--- config.mk ---
export PLATFORM = sky130hd
export DESIGN_NAME = axi_lite_slave_mem
export DESIGN_NICKNAME = d
export VERILOG_FILES = /design/src/rtl/axi_lite_slave_mem.sv
export SDC_FILE = /design/constraint.sdc
export NUM_CORES = 2
export LEC_CHECK = 0
export BUFFER_PORTS_ARGS = -buffer_cell sky130_fd_sc_hd__buf_2
export CORE_MARGIN = 5
export CORE_UTILIZATION = 40
export CTS_CLUSTER_DIAMETER = 120
export DETAILED_ROUTE_END_ITERATION = 16
export HOLD_SLACK_MARGIN = 0.05
export PLACE_DENSITY = 0.6
export REMOVE_ABC_BUFFERS = 1
export SYNTH_ARGS = -nofsm -noshare
export SYNTH_HDL_FRONTEND = slang
export SYNTH_SLANG_ARGS = --single-unit
--- constraint.sdc ---
create_clock -name aclk -period 3.4 [get_ports aclk]
set_input_delay 0.17 -clock aclk [delete_from_list [all_inputs] [get_ports aclk]]
set_output_delay 0.17 -clock aclk [all_outputs]
set_load 0.05 [all_outputs]
--- src/rtl/axi_lite_slave_mem.sv ---
// AXI-Lite slave backed by a DEPTH x 64-bit register memory, with independent write and read FSMs.
// Optional read wait states are enabled by defining AXIL_SLV_READ_WAIT_EN.
module axi_lite_slave_mem #(
    parameter int          DEPTH     = 16,
    parameter logic [63:0] BASE_ADDR = 64'h0,
    parameter int          READ_WAIT = 2
) (
    input  logic        aclk,
    input  logic        arst_n,
    input  logic [63:0] awaddr,
    input  logic        awvalid,
    input  logic [3:0]  awid,
    input  logic [2:0]  awprot,
    output logic        awready,
    input  logic [63:0] wdata,
    input  logic [7:0]  wstrb,
    input  logic        wvalid,
    output logic        wready,
    output logic        bvalid,
    output logic        bresp,
    input  logic        bready,
    input  logic [63:0] araddr,
    input  logic [3:0]  arid,
    input  logic [2:0]  arprot,
    input  logic        arvalid,
    output logic        arready,
    output logic [63:0] rdata,
    output logic [3:0]  rid,
    output logic        rresp,
    output logic        rvalid,
    input  logic        rready
);

    localparam int          IDX_W = (DEPTH > 1) ? $clog2(DEPTH) : 1;
    localparam logic [63:0] SPAN  = 64'(DEPTH) * 64'd8;

    function automatic logic addr_legal(input logic [63:0] addr);
        logic [63:0] off;
        off = addr - BASE_ADDR;
        return (addr >= BASE_ADDR) && (off[2:0] == 3'd0) && (off < SPAN);
    endfunction

    function automatic logic [IDX_W-1:0] addr_index(input logic [63:0] addr);
        logic [63:0] off;
        off = addr - BASE_ADDR;
        return IDX_W'(off >> 3);
    endfunction

    typedef enum logic [1:0] {
        W_IDLE    = 2'd0,
        W_HAVE_AW = 2'd1,
        W_HAVE_W  = 2'd2,
        W_RESP    = 2'd3
    } w_state_t;

`ifdef AXIL_SLV_READ_WAIT_EN
    typedef enum logic [1:0] {
        R_IDLE = 2'd0,
        R_WAIT = 2'd1,
        R_RESP = 2'd2
    } r_state_t;
`else
    typedef enum logic [1:0] {
        R_IDLE = 2'd0,
        R_RESP = 2'd2
    } r_state_t;
`endif

    w_state_t          w_state_r;
    w_state_t          w_state_next_s;
    logic [63:0]       aw_addr_r;
    logic [63:0]       w_data_r;
    logic [7:0]        w_strb_r;
    logic              bvalid_r;
    logic              bresp_r;
    logic              aw_hs_s;
    logic              w_hs_s;
    logic [63:0]       wr_addr_s;
    logic [63:0]       wr_data_s;
    logic [7:0]        wr_strb_s;
    logic              wr_commit_s;
    logic              wr_legal_s;
    logic [IDX_W-1:0]  wr_idx_s;

    r_state_t          r_state_r;
    r_state_t          r_state_next_s;
    logic              ar_hs_s;
    logic              rd_legal_s;
    logic [IDX_W-1:0]  rd_idx_s;
    logic [63:0]       rdata_r;
    logic [3:0]        rid_r;
    logic              rresp_r;
    logic              rvalid_r;

    logic [63:0]       mem_r [DEPTH];

    // IDs on the write side and protection bits are accepted but have no effect.
    logic              unused_s;
    assign unused_s = ^{awid, awprot, arprot};

    assign awready = (w_state_r == W_IDLE) || (w_state_r == W_HAVE_W);
    assign wready  = (w_state_r == W_IDLE) || (w_state_r == W_HAVE_AW);
    assign arready = (r_state_r == R_IDLE);
    assign aw_hs_s = awvalid && awready;
    assign w_hs_s  = wvalid && wready;
    assign ar_hs_s = arvalid && arready;

    assign bvalid = bvalid_r;
    assign bresp  = bresp_r;
    assign rvalid = rvalid_r;
    assign rdata  = rdata_r;
    assign rid    = rid_r;
    assign rresp  = rresp_r;

    // Write FSM next-state decode.
    always_comb begin
        w_state_next_s = w_state_r;
        case (w_state_r)
            W_IDLE: begin
                if (aw_hs_s && w_hs_s) begin
                    w_state_next_s = W_RESP;
                end else if (aw_hs_s) begin
                    w_state_next_s = W_HAVE_AW;
                end else if (w_hs_s) begin
                    w_state_next_s = W_HAVE_W;
                end else begin
                    w_state_next_s = W_IDLE;
                end
            end
            W_HAVE_AW: begin
                if (w_hs_s) begin
                    w_state_next_s = W_RESP;
                end else begin
                    w_state_next_s = W_HAVE_AW;
                end
            end
            W_HAVE_W: begin
                if (aw_hs_s) begin
                    w_state_next_s = W_RESP;
                end else begin
                    w_state_next_s = W_HAVE_W;
                end
            end
            W_RESP: begin
                if (bready) begin
                    w_state_next_s = W_IDLE;
                end else begin
                    w_state_next_s = W_RESP;
                end
            end
            default: w_state_next_s = W_IDLE;
        endcase
    end

    // Commit payload: a handshake on the committing edge bypasses its holding register.
    always_comb begin
        wr_addr_s   = aw_hs_s ? awaddr : aw_addr_r;
        wr_data_s   = w_hs_s ? wdata : w_data_r;
        wr_strb_s   = w_hs_s ? wstrb : w_strb_r;
        wr_commit_s = (w_state_next_s == W_RESP) && (w_state_r != W_RESP);
        wr_legal_s  = addr_legal(wr_addr_s);
        wr_idx_s    = addr_index(wr_addr_s);
    end

    // Write FSM state, holding registers and response.
    always_ff @(posedge aclk) begin
        if (!arst_n) begin
            w_state_r <= W_IDLE;
            aw_addr_r <= 64'd0;
            w_data_r  <= 64'd0;
            w_strb_r  <= 8'd0;
            bvalid_r  <= 1'b0;
            bresp_r   <= 1'b0;
        end else begin
            w_state_r <= w_state_next_s;
            bvalid_r  <= (w_state_next_s == W_RESP);
            if (aw_hs_s) begin
                aw_addr_r <= awaddr;
            end
            if (w_hs_s) begin
                w_data_r <= wdata;
                w_strb_r <= wstrb;
            end
            if (wr_commit_s) begin
                bresp_r <= ~wr_legal_s;
            end
        end
    end

    // Memory array with byte-strobed commit.
    always_ff @(posedge aclk) begin
        if (!arst_n) begin
            for (int i = 0; i < DEPTH; i++) begin
                mem_r[i] <= 64'd0;
            end
        end else if (wr_commit_s && wr_legal_s) begin
            for (int b = 0; b < 8; b++) begin
                if (wr_strb_s[b]) begin
                    mem_r[wr_idx_s][8*b +: 8] <= wr_data_s[8*b +: 8];
                end
            end
        end
    end

    assign rd_legal_s = addr_legal(araddr);
    assign rd_idx_s   = addr_index(araddr);

`ifdef AXIL_SLV_READ_WAIT_EN
    logic [3:0] rd_cnt_r;

    // Wait-state down-counter, loaded at the AR handshake.
    always_ff @(posedge aclk) begin
        if (!arst_n) begin
            rd_cnt_r <= 4'd0;
        end else if (ar_hs_s) begin
            rd_cnt_r <= 4'(READ_WAIT);
        end else if (r_state_r == R_WAIT) begin
            rd_cnt_r <= rd_cnt_r - 4'd1;
        end
    end
`endif

    // Read FSM next-state decode.
    always_comb begin
        r_state_next_s = r_state_r;
        case (r_state_r)
            R_IDLE: begin
                if (ar_hs_s) begin
`ifdef AXIL_SLV_READ_WAIT_EN
                    if (READ_WAIT != 0) begin
                        r_state_next_s = R_WAIT;
                    end else begin
                        r_state_next_s = R_RESP;
                    end
`else
                    r_state_next_s = R_RESP;
`endif
                end else begin
                    r_state_next_s = R_IDLE;
                end
            end
`ifdef AXIL_SLV_READ_WAIT_EN
            R_WAIT: begin
                // Leave on the edge that drains the counter to zero.
                if (rd_cnt_r <= 4'd1) begin
                    r_state_next_s = R_RESP;
                end else begin
                    r_state_next_s = R_WAIT;
                end
            end
`endif
            R_RESP: begin
                if (rready) begin
                    r_state_next_s = R_IDLE;
                end else begin
                    r_state_next_s = R_RESP;
                end
            end
            default: r_state_next_s = R_IDLE;
        endcase
    end

    // Read FSM state and response registers; data is sampled at the AR handshake.
    always_ff @(posedge aclk) begin
        if (!arst_n) begin
            r_state_r <= R_IDLE;
            rvalid_r  <= 1'b0;
            rdata_r   <= 64'd0;
            rid_r     <= 4'd0;
            rresp_r   <= 1'b0;
        end else begin
            r_state_r <= r_state_next_s;
            rvalid_r  <= (r_state_next_s == R_RESP);
            if (ar_hs_s) begin
                rdata_r <= rd_legal_s ? mem_r[rd_idx_s] : 64'd0;
                rid_r   <= arid;
                rresp_r <= ~rd_legal_s;
            end
        end
    end

endmodule

==> metrics.yaml <==
placed_design:
  dp.final_hpwl_mm: 87.7
  post_dp_cell_area_mm2: 0.0579
  gp_congestion: 0.778
  placement.io_buffers: 285
  placed_cells: 5928
die:
  die_area_mm2: 0.140
  initial_core_util_pct: 40.3
  rows: 133
  die_width_um: 375
  chipHeight_um: 375
  floorplan.io_pins: 296
  core-area_mm2: 0.132
clocking:
  cts_resized: 0
  cts.reportedPaths.clkPinSlew_ps: 60
  cts-buffers-inserted: 136
  root_buffer: "sky130_fd_sc_hd__clkbuf_16"
  cts-htree-levels: 4
  cts_sinks: 1234
  cts-root-to-sink-buffers: 3
  tritoncts: "built"
  worstSkewPairLatency_ps: 750
synth:
  post_synth_instance_area_mm2: 0.0532
  yosys.area_share.simple_pct: 11.7
  synthesis.yosys.warnings: 0
  netlist.top_cell.by_area: "sky130_fd_sc_hd__edfxtp_1"
  synth.most_common_cell: "sky130_fd_sc_hd__nor2_1"
  ys_seq_area_share_pct: 65.8
  synth.lib_cells_used.distinct: 41
  ys_ff_latch: 1234
  most_frequent_cells_after_synthesis: "sky130_fd_sc_hd__nor2_1, sky130_fd_sc_hd__edfxtp_1, sky130_fd_sc_hd__clkbuf_1"
  post_synthesis_mux_area_share_pct: 14.9
  average_cell_area_after_synthesis_um2: 13.3
  ys_async_sr_fraction_pct: 0
  post_synth_main_area_contributors: "sky130_fd_sc_hd__edfxtp_1, sky130_fd_sc_hd__mux4_2, sky130_fd_sc_hd__dfxtp_1"
  post_synth_xor_xnor_area_pct: 0
  combinational_family_with_the_most_area_after_synthesis: "multiplexers"
  synth_top_area_share_pct: 57.8
  post_synth_adder_cell_area_pct: 0
  compound_cell_area_share_of_the_yosys_netlist_pct: 4.31
  syn-instance-count: 4001
  synth-main-ff-cell: "sky130_fd_sc_hd__edfxtp_1"
  synth_edf_count: 1024
final_layout:
  final_cell_area_mm2: 0.0639
  drive_above_1_share_pct: 26.2
  count_of_placed_standard_cells_in_the_final_layout_fillers_left_out: 6338
  n_fill_cell: 11403
  area_delta_synth_final_pct: 20.3
  num-nets-final: 4696
setup_path:
  r2r_setup_slack_ps: 250
  critical_path.max_fanout: 17
  critPathArrivalTime_ps: 3600
  startpoint_type: "register"
  worst-r2r-cell-count: 9
  crit-reg2reg-capture: "mem_r[15][36]$_SDFFCE_PN0P_"
  crit_type: "register to register"
  cp_data_required_time_ps: 3850
  critical_path.endpoint_type: "register"
  worst_r2r_startpoint: "w_state_r[0]$_SDFF_PN0_"
run_status:
  outcome: "finished clean"
global_route:
  grt_start_max_net_pins: 75
  grt-ovfl-total: 0
  grt_use_total_pct: 19.5
  antenna_found_initial: 8
  grt_pass1_vias: 34018
  wire_length_of_the_first_global_routing_pass_mm: 210
pwr:
  leakagePower_nw: 22.4
  cellPowerDensity_mw_per_mm2: 532
  ir_drop_v: 0.000444
detailed_routing:
  wirelength_per_cell_um: 21.6
  antenna_violating_nets_post_route: 0
  totalWireLength_mm: 137
  total_number_of_vias: 33213
  drc: 0
  detailedRoute.firstPassIterationCount: 5
  detailedRoute.firstIterationViolations: 2955
  post_drt_via_cell_ratio: 5.24
timing:
  worstMarginPinSlew_ps: 931
  layout_min_cycle_time_ps: 3150
  relSlewSlack_pct: 37.9
  final-setup-viol-count: 0
  final.period_utilization_pct: 92.7
  achievable-frequency_mhz: 317
  grt_setup_unrepaired: "false"
  final_max_slew_viol_count: 0
  hold_violations: 0
  finClkSkew_ps: 17.0
worst_hold_path:
  worst_hold_path_type: "primary input to register"
  whs_path_depth: 2
  timing.hold.worst_endpoint: "mem_r[10][22]$_SDFFCE_PN0P_"
  worstHoldStart: "arst_n"
job:
  max_cap_violations: 0
per-layer routing:
metal | track usage, % | up-vias | wire [um]
li1 | - | 15312 | -
met1 | 27.1 | 16585 | 58900
met2 | 31.4 | 1115 | 65300
met3 | 4.08 | 195 | 9790
met4 | 5.21 | 6 | 3150
met5 | 0 | - | 39
worst max-delay path, cell delays in order, from the launching register on:
cell and delay, ps:
sky130_fd_sc_hd__dfxtp_1 300, sky130_fd_sc_hd__buf_4 190, sky130_fd_sc_hd__nor2b_4 360, sky130_fd_sc_hd__nand3_1 160, sky130_fd_sc_hd__buf_4 230, sky130_fd_sc_hd__a211oi_1 370, sky130_fd_sc_hd__o2111ai_4 500, sky130_fd_sc_hd__buf_4 390
sky130_fd_sc_hd__o21ai_1 130, sky130_fd_sc_hd__buf_4 200
placed cells by master, fill, tap and decap left out, types with 140 or more instances in the layout:
cell	synthesis	routed
sky130_fd_sc_hd__dfxtp_1	210	210
sky130_fd_sc_hd__edfxtp_1	1024	1024
sky130_fd_sc_hd__dlygate4sd3_1	0	160
sky130_fd_sc_hd__buf_4	3	281
sky130_fd_sc_hd__buf_2	89	280
sky130_fd_sc_hd__nand2_1	204	203
sky130_fd_sc_hd__nor2_1	1091	1091
sky130_fd_sc_hd__mux4_2	257	257
sky130_fd_sc_hd__clkbuf_16	0	143
sky130_fd_sc_hd__o21ai_0	140	140
kinds of logic after synthesis:
kind of cell / Yosys count
multiplexers: 460
flip-flops: 1234
AND/OR/NAND/NOR: 1503
AO/OA/AOI/OAI: 370
buffers and inverters: 434
worst max path at each step:
stage,start,endpoint,slack (ps),cells past startpoint
after floorplan,w_state_r[0]$_SDFF_PN0_,mem_r[10][0]$_SDFFCE_PN0P_,-4310,4
after global placement,w_state_r[0]$_SDFF_PN0_,mem_r[11][17]$_SDFFCE_PN0P_,210,8
after detailed placement,w_state_r[0]$_SDFF_PN0_,mem_r[11][16]$_SDFFCE_PN0P_,150,8
after CTS,w_state_r[0]$_SDFF_PN0_,mem_r[11][16]$_SDFFCE_PN0P_,160,8
after global routing,w_state_r[0]$_SDFF_PN0_,mem_r[8][49]$_SDFFCE_PN0P_,40,9
final,w_state_r[0]$_SDFF_PN0_,mem_r[15][36]$_SDFFCE_PN0P_,250,9
per-stage QoR:
stage	utilization [%]	setup slack, ps	total power [mW]	hold slack (ps)	TNS [ps]
2_1_floorplan	-	-4310	18.6	280	-5907820
3_3_place_gp	44.0	215	19.8	393	0
3_5_place_dp	44.0	152	19.8	395	0
4_1_cts	48.5	159	34.4	107	0
5_1_grt	48.5	44.1	35.2	142	0
6_report	48.5	247	34.0	144	0
layout make-up:
class	instances	area, um^2	area share, %
inverters	15	56.3	0.0881
well taps	1755	2200	3.43
diodes	4	10.0	0.0157
clock inverters	51	493	0.771
multi-input cells	2333	16600	26.0
clock buffers	191	3850	6.02
repair buffers	755	5760	9.02
flip-flops and latches	1234	35000	54.7
where the power goes:
part / switching [mW] / total (mW) / internal (mW)
Sequential: 0.155 / 17.0 / 16.8
Combinational: 1.43 / 2.60 / 1.17
Clock: 5.99 / 14.4 / 8.44
Total: 7.58 / 34.0 / 26.4
state kept, by name, summed over array words and instances (netlist names):
name       flops
aw_addr_r     64
bresp          1
bvalid         1
mem_r       1024
r_state_r      1
rdata         64
rid            4
rresp          1
w_data_r      64
w_state_r      2
w_strb_r       8
timing repair:
item                       4_1_cts  5_1_grt
buffers inserted                 0        4
hold endpoints to repair       160        0
setup endpoints to repair        0       14
hold buffers                   160        0
(Power assumes the default switching activity.)
